<file path="src/rtl/event_dispatcher_pkg.sv">
// Shared types and constants for the event dispatcher slice.
// Latency: n/a (declarations only).
// Backpressure: n/a.
//
// Contents: dispatcher FSM state enum, default parameter values and the
// width of the CSR recv/processed counters.

package event_dispatcher_pkg;

  localparam int DEF_NUM_SRC        = 4;
  localparam int DEF_FIFO_DEPTH     = 4;
  localparam int DEF_TYPE_W         = 32;
  localparam int DEF_TIMEOUT_CYCLES = 1024;

  // Width of the CSR unit's recv/processed counters and of the ack-timeout counter.
  localparam int CNT_W = 32;

  typedef enum logic [1:0] {
    IDLE = 2'd0,
    POST = 2'd1,
    WAIT = 2'd2
  } disp_state_e;

endpackage

</file>
<file path="src/rtl/event_fifo.sv">
// Synchronous single-clock FIFO holding pending event types.
// Latency: a push is visible at head_dat/count on the next cycle.
// Backpressure: push ignored when full, pop ignored when empty; push and pop may coincide.
//
// Ports:
//   clock, reset        single clock, synchronous active-high reset
//   push, push_dat      write strobe and data
//   pop                 remove the head entry
//   head_dat            current head entry (valid while !empty)
//   full, empty, count  occupancy status

module event_fifo
  import event_dispatcher_pkg::*;
#(
  parameter  int WIDTH = DEF_TYPE_W,
  parameter  int DEPTH = DEF_FIFO_DEPTH,
  localparam int AW    = $clog2(DEPTH)
) (
  input  logic             clock,
  input  logic             reset,
  input  logic             push,
  input  logic [WIDTH-1:0] push_dat,
  input  logic             pop,
  output logic [WIDTH-1:0] head_dat,
  output logic             full,
  output logic             empty,
  output logic [AW:0]      count
);

  logic [WIDTH-1:0] mem [DEPTH];
  logic [AW-1:0]    wr_ptr;
  logic [AW-1:0]    rd_ptr;
  logic             do_push;
  logic             do_pop;

  assign full     = (count == (AW+1)'(DEPTH));
  assign empty    = (count == '0);
  assign do_push  = push && !full;
  assign do_pop   = pop && !empty;
  assign head_dat = mem[rd_ptr];

  // DEPTH is a power of two, so the pointers wrap naturally.
  always_ff @(posedge clock) begin
    if (reset) begin
      wr_ptr <= '0;
      rd_ptr <= '0;
      count  <= '0;
    end else begin
      if (do_push) wr_ptr <= wr_ptr + 1'b1;
      if (do_pop)  rd_ptr <= rd_ptr + 1'b1;
      unique case ({do_push, do_pop})
        2'b10:   count <= count + 1'b1;
        2'b01:   count <= count - 1'b1;
        default: count <= count;
      endcase
    end
  end

  // Storage needs no reset: entries are only read after being written.
  always_ff @(posedge clock) begin
    if (do_push) mem[wr_ptr] <= push_dat;
  end

endmodule

</file>
<file path="src/rtl/event_dispatcher.sv">
// Round-robin intake of source events into a FIFO, posted one at a time to the CSR event interface.
// Latency: grant in N, head in N+1, io_has_event_wr in N+2 when the CSR unit is idle.
// Backpressure: io_src_ready all-zero while the FIFO is full; posts wait until the core has drained the previous event.
//
// Ports:
//   clock, reset                       single clock, synchronous active-high reset
//   io_src_valid/ready/type            per-source request handshake and event type
//   io_has_event_rd                    CSR: event pending, not yet taken by the core
//   io_event_recv_cnt/processed_cnt    CSR event counters
//   io_has_event_wr, io_event_type_wr  one-cycle post strobe and type (type holds last posted value)
//   io_fifo_count                      pending-event occupancy
//   io_timeout                         sticky ack-timeout flag
// Build option: EVENT_DISPATCHER_TIMEOUT_EN adds a WAIT-state ack timeout of TIMEOUT_CYCLES.

module event_dispatcher
  import event_dispatcher_pkg::*;
#(
  parameter  int NUM_SRC        = DEF_NUM_SRC,
  parameter  int FIFO_DEPTH     = DEF_FIFO_DEPTH,
  parameter  int TYPE_W         = DEF_TYPE_W,
  parameter  int TIMEOUT_CYCLES = DEF_TIMEOUT_CYCLES,
  localparam int CW             = $clog2(FIFO_DEPTH) + 1,
  localparam int SW             = $clog2(NUM_SRC)
) (
  input  logic                      clock,
  input  logic                      reset,
  input  logic [NUM_SRC-1:0]        io_src_valid,
  output logic [NUM_SRC-1:0]        io_src_ready,
  input  logic [NUM_SRC*TYPE_W-1:0] io_src_type,
  input  logic                      io_has_event_rd,
  input  logic [CNT_W-1:0]          io_event_recv_cnt,
  input  logic [CNT_W-1:0]          io_event_processed_cnt,
  output logic                      io_has_event_wr,
  output logic [TYPE_W-1:0]         io_event_type_wr,
  output logic [CW-1:0]             io_fifo_count,
  output logic                      io_timeout
);

  if (NUM_SRC < 2 || NUM_SRC > 8 || FIFO_DEPTH < 2 ||
      (FIFO_DEPTH & (FIFO_DEPTH - 1)) != 0 || TIMEOUT_CYCLES < 1) begin : g_bad_params
    $error("event_dispatcher: parameter out of range");
  end

  disp_state_e       state_q, state_d;
  logic [SW-1:0]     rr_ptr;
  logic [SW:0]       probe;
  logic              gnt_any;
  logic [SW-1:0]     gnt_idx;
  logic              push;
  logic [TYPE_W-1:0] push_dat;
  logic              pop;
  logic [TYPE_W-1:0] head_dat;
  logic              fifo_full;
  logic              fifo_empty;
  logic [CNT_W-1:0]  recv_snap;
  logic [TYPE_W-1:0] type_hold;
  logic              acked;
  logic              tmo_hit;

  // Round-robin search starting at rr_ptr; first valid source wins.
  always_comb begin
    gnt_any = 1'b0;
    gnt_idx = '0;
    probe   = '0;
    for (int k = 0; k < NUM_SRC; k++) begin
      probe = {1'b0, rr_ptr} + (SW+1)'(k);
      if (probe >= (SW+1)'(NUM_SRC)) probe = probe - (SW+1)'(NUM_SRC);
      if (!gnt_any && io_src_valid[probe[SW-1:0]]) begin
        gnt_any = 1'b1;
        gnt_idx = probe[SW-1:0];
      end
    end
  end

  assign push = !reset && gnt_any && !fifo_full;

  always_comb begin
    io_src_ready = '0;
    if (push) io_src_ready[gnt_idx] = 1'b1;
  end

  always_comb begin
    push_dat = '0;
    for (int k = 0; k < NUM_SRC; k++) begin
      if (gnt_idx == SW'(k)) push_dat = io_src_type[k*TYPE_W +: TYPE_W];
    end
  end

  always_ff @(posedge clock) begin
    if (reset) begin
      rr_ptr <= '0;
    end else if (push) begin
      rr_ptr <= (gnt_idx == SW'(NUM_SRC - 1)) ? '0 : gnt_idx + 1'b1;
    end
  end

  event_fifo #(
    .WIDTH (TYPE_W),
    .DEPTH (FIFO_DEPTH)
  ) u_fifo (
    .clock    (clock),
    .reset    (reset),
    .push     (push),
    .push_dat (push_dat),
    .pop      (pop),
    .head_dat (head_dat),
    .full     (fifo_full),
    .empty    (fifo_empty),
    .count    (io_fifo_count)
  );

  // The CSR unit signals acceptance by moving its recv counter off the snapshot.
  assign acked = (io_event_recv_cnt != recv_snap);

`ifdef EVENT_DISPATCHER_TIMEOUT_EN
  localparam logic [CNT_W-1:0] TMO_LAST = CNT_W'(TIMEOUT_CYCLES - 1);
  logic [CNT_W-1:0] wait_cnt;
  logic             timeout_q;

  assign tmo_hit    = (state_q == WAIT) && !acked && (wait_cnt == TMO_LAST);
  assign io_timeout = timeout_q;

  always_ff @(posedge clock) begin
    if (reset) begin
      wait_cnt  <= '0;
      timeout_q <= 1'b0;
    end else begin
      wait_cnt <= (state_q == WAIT && state_d == WAIT) ? wait_cnt + 1'b1 : '0;
      if (tmo_hit) timeout_q <= 1'b1;
    end
  end
`else
  assign tmo_hit    = 1'b0;
  assign io_timeout = 1'b0;
`endif

  always_ff @(posedge clock) begin
    if (reset) state_q <= IDLE;
    else       state_q <= state_d;
  end

  always_comb begin
    state_d = state_q;
    unique case (state_q)
      IDLE: if (!fifo_empty && !io_has_event_rd &&
                io_event_recv_cnt == io_event_processed_cnt) state_d = POST;
      POST: state_d = WAIT;
      WAIT: if (acked || tmo_hit) state_d = IDLE;
      default: state_d = IDLE;
    endcase
  end

  always_comb begin
    pop              = (state_q == POST);
    io_has_event_wr  = (state_q == POST);
    io_event_type_wr = (state_q == POST) ? head_dat : type_hold;
  end

  // Snapshot recv at post time; keep the posted type visible between posts.
  always_ff @(posedge clock) begin
    if (reset) begin
      recv_snap <= '0;
      type_hold <= '0;
    end else if (state_q == POST) begin
      recv_snap <= io_event_recv_cnt;
      type_hold <= head_dat;
    end
  end

endmodule

</file>
<file path="config.mk">
export PLATFORM = sky130hd
export DESIGN_NAME = event_dispatcher
export DESIGN_NICKNAME = d
export VERILOG_FILES = /design/src/rtl/event_dispatcher_pkg.sv /design/src/rtl/event_fifo.sv /design/src/rtl/event_dispatcher.sv
export SDC_FILE = /design/constraint.sdc
export NUM_CORES = 1
export LEC_CHECK = 0
export CORE_MARGIN = 2
export CORE_UTILIZATION = 51
export CTS_BUF_LIST = sky130_fd_sc_hd__clkbuf_4 sky130_fd_sc_hd__clkbuf_8
export DETAILED_ROUTE_END_ITERATION = 10
export PLACE_DENSITY = 0.86
export SLEW_MARGIN = 20
export SYNTH_ARGS = -nofsm -noshare
export SYNTH_HDL_FRONTEND = slang
export SYNTH_HIERARCHICAL = 1
export SYNTH_SLANG_ARGS = --single-unit
</file>
<file path="constraint.sdc">
create_clock -name clock -period 3 [get_ports clock]
set_input_delay 0.45 -clock clock [delete_from_list [all_inputs] [get_ports clock]]
set_output_delay 0.45 -clock clock [all_outputs]
set_load 0.01 [all_outputs]
</file>
==> out/summary.txt <==
number of rows created at floorplan = 49
hold-fix buffer count after cts = 0
clock tree sinks = 205
via count of the first global-routing pass = 7574
Unique masters post-synth = 48
multi-input logic area = 0.00372 mm2
core footprint = 0.0180 mm2
Tightest Pin Transition = 0.933 ns
number of enable flip-flop cells after synthesis = 128
number of iterations in the first detailed-routing pass = 5
fraction of the core area covered by cells at the end of the flow = 0.712
number of vias after detailed routing = 7427
Relative slew margins = 0.378
Final min period = 2.97 ns
die area = 0.0195 mm2
routed wire length = 25.2 mm
number of violations of the max-capacitance limit = 0
placed wire-length estimate = 17.1 mm
Longest Clk Path Bufs = 3
die extent in x = 140 um
worst stage delay on the critical path = 0.38 ns
syn_nets = 1053
Critical Path AT = 2.52 ns
PortBufs = 238
Clock Root Buffer = sky130_fd_sc_hd__clkbuf_8
Worst Setup Path Type = register to output port
post-route insts no fill = 1348
run status = completed
weighted congestion reported at the end of routability-driven placement = 0.783
clock buffer count from CTS = 31
Slowest-stage cell, CP = sky130_fd_sc_hd__dfxtp_4
Top FF cell, synth = sky130_fd_sc_hd__edfxtp_1
most common cell type on the critical path = sky130_fd_sc_hd__buf_4
Die Span Y = 140 um
average footprint of a synthesized cell = 11.1 um2
leftover overflow at the end of global routing = 0
static power due to leakage = 4.58 nW
number of cells after detailed placement = 1288
Final setup violation count = 0
fraction of layout instances using a drive strength above 1 = 0.128
leading cell types by count after synthesis = 196 x sky130_fd_sc_hd__nand2_1, 128 x sky130_fd_sc_hd__edfxtp_1, 103 x sky130_fd_sc_hd__a21oi_1
register area = 0.00539 mm2
number of antenna violations at the first check in global routing = 0
largest net degree at the start of global routing = 79
fraction of the cycle the final worst path needs = 0.989
Residual DRC = 0
wire per inst = 18.7 um
number of DRC markers after the initial detailed-route iteration = 512
setup TNS after final layout = 0 ns
first-pass GRT wire length = 38.5 mm
via-per-instance ratio = 5.51
Syn Std Cell Area = 0.00940 mm2
worst ir drop on vdd = 0.550 mV
biggest area consumer among synthesized cells = sky130_fd_sc_hd__edfxtp_1
Fmax = 0.337 GHz
Starting Density = 0.522
Final Hold Vio Count = 0
antenna cell count = 0
area growth from synthesis to layout = 36.6%
startpoint class of the critical path = register
CP Capture Type = output port
worst setup skew after layout = 0.0403 ns
critical path, cell by cell = mux2i_2 > o22ai_2 > a31oi_4 > buf_4 > nand2b_1 > ha_2 > buf_4 > and2_1 > dlygate4sd2_1
async set-reset flop share out of synthesis = 0
number of warning messages in the yosys log = 6
GRT Util Overall = 0.250
nets = 1304
Filler Cell Count = 1217
Post-DRT Antenna Nets = 0
most repeated cell in the gate-level netlist after synthesis = sky130_fd_sc_hd__nand2_1
clock network latency to the later pin of the worst-skew pair = 0.56 ns
biggest fanout along the worst timing path = 5
total power divided by cell area = 632 mW/mm2
sequential-to-total area share from yosys stat = 0.573
path class of the lowest-slack min-delay path = input pin to register
Area contributors post-synth = sky130_fd_sc_hd__edfxtp_1 41%, sky130_fd_sc_hd__dfxtp_1 16%, sky130_fd_sc_hd__nand2_1 7.8%
synthesized instance count = 844
fin. max-slew vios = 0
clock tree from TritonCTS = built
CTS H-tree depth = 1
unrepaired setup endpoints after global routing = yes
Req. time, crit path = 2.55 ns
Yosys top cell area share = 0.409
clock slew at the register clock pins of the worst setup and hold paths = 0.07 ns
register bit count reported by yosys = 205
count of pins on the block boundary = 240
power by group:
part	leakage [nW]	switching (mW)	internal, mW
combinational	2.40	1.11	0.864
sequential	1.82	0.0814	3.53
clock	0.365	1.04	1.49
total	4.58	2.23	5.89
metrics by stage:
stage | instance area (um2) | hold WS [ns] | worst slack [ns] | power (mW)
floorplan | 9400 | 0.436 | 0.508 | 4.75
global placement | 12100 | 0.443 | -0.307 | 5.46
detailed placement | 12100 | 0.447 | -0.401 | 5.56
CTS | 12800 | 0.315 | 0.00695 | 8.12
global route | 12800 | 0.360 | -0.0707 | 8.47
finish | 12800 | 0.353 | 0.0344 | 8.12
worst max-delay path, delay by kind of cell, from the launching register on:
family	cells	cell delay, ns
AOI/OAI and AO/OA	2	0.32
buffers and inverters	3	0.56
adders and majority gates	1	0.22
muxes	1	0.25
DFF	1	0.38
and+or+nand+nor	2	0.22
layer usage:
layer | track usage | vias to the layer above | routed length, um
li1 | - | 3517 | -
met5 | 0 | - | 0
met1 | 0.287 | 3509 | 9240
met4 | 0.0932 | 0 | 708
met2 | 0.452 | 354 | 13100
met3 | 0.0616 | 47 | 2130
final cells by class:
cell class / instances / share of cell area
Timing Repair Buffer: 270 / 0.208
Multi-Input combinational cell: 569 / 0.290
Clock buffer: 41 / 0.0410
Tap cell: 229 / 0.0223
Clock inverter: 16 / 0.0136
Sequential cell: 205 / 0.420
Inverter: 18 / 0.00526
kinds of logic (layout without fill, tap and decap cells):
kind of cell | Yosys count | in the layout | synth area share
compound gates | 184 | 184 | 0.111
xor+xnor | 62 | 62 | 0.0578
fa+ha+maj | 10 | 10 | 0.0141
buf+inv | 70 | 345 | 0.0373
flops | 205 | 205 | 0.573
mux | 35 | 35 | 0.0806
other cells | 1 | 1 | 0.000399
simple gates | 277 | 277 | 0.126
layout by cell type, fill, tap and decap left out, types with 31 or more instances in the layout:
cell type                         instances
sky130_fd_sc_hd__nor2_1                  36
sky130_fd_sc_hd__clkdlybuf4s50_1        233
sky130_fd_sc_hd__xnor2_1                 35
sky130_fd_sc_hd__nand2_1                196
sky130_fd_sc_hd__a21oi_1                103
sky130_fd_sc_hd__a22oi_1                 31
sky130_fd_sc_hd__edfxtp_1               128
sky130_fd_sc_hd__dfxtp_1                 74
sky130_fd_sc_hd__clkbuf_8                35
flip-flops by register name, summed over array words and instances (netlist names), named ones only:
name           cells
u_fifo/wr_ptr      2
rr_ptr             2
u_fifo/rd_ptr      2
recv_snap         32
u_fifo/count       3
state_q            2
u_fifo/mem       128
type_hold         32
what timing repair did:
item	in CTS	in global routing
setup buffers	1	1
pin swaps	2	1
endpoints found under the hold margin	0	0
gates cloned	0	1
gates resized for setup	11	4
setup endpoints to repair	4	42
final timing paths:
check	start	end	slack (ns)	cells past startpoint
worst max-delay path	rr_ptr[1]	io_src_ready[0]	0.03	9
worst max register to register	rr_ptr[0]	u_fifo/mem[2][29]	0.05	11
worst min register to register	recv_snap[7]	recv_snap[7]	0.46	2
worst min-delay path	reset	u_fifo/wr_ptr[0]	0.35	5
No activity file was read; power rests on OpenSTA's default activity.
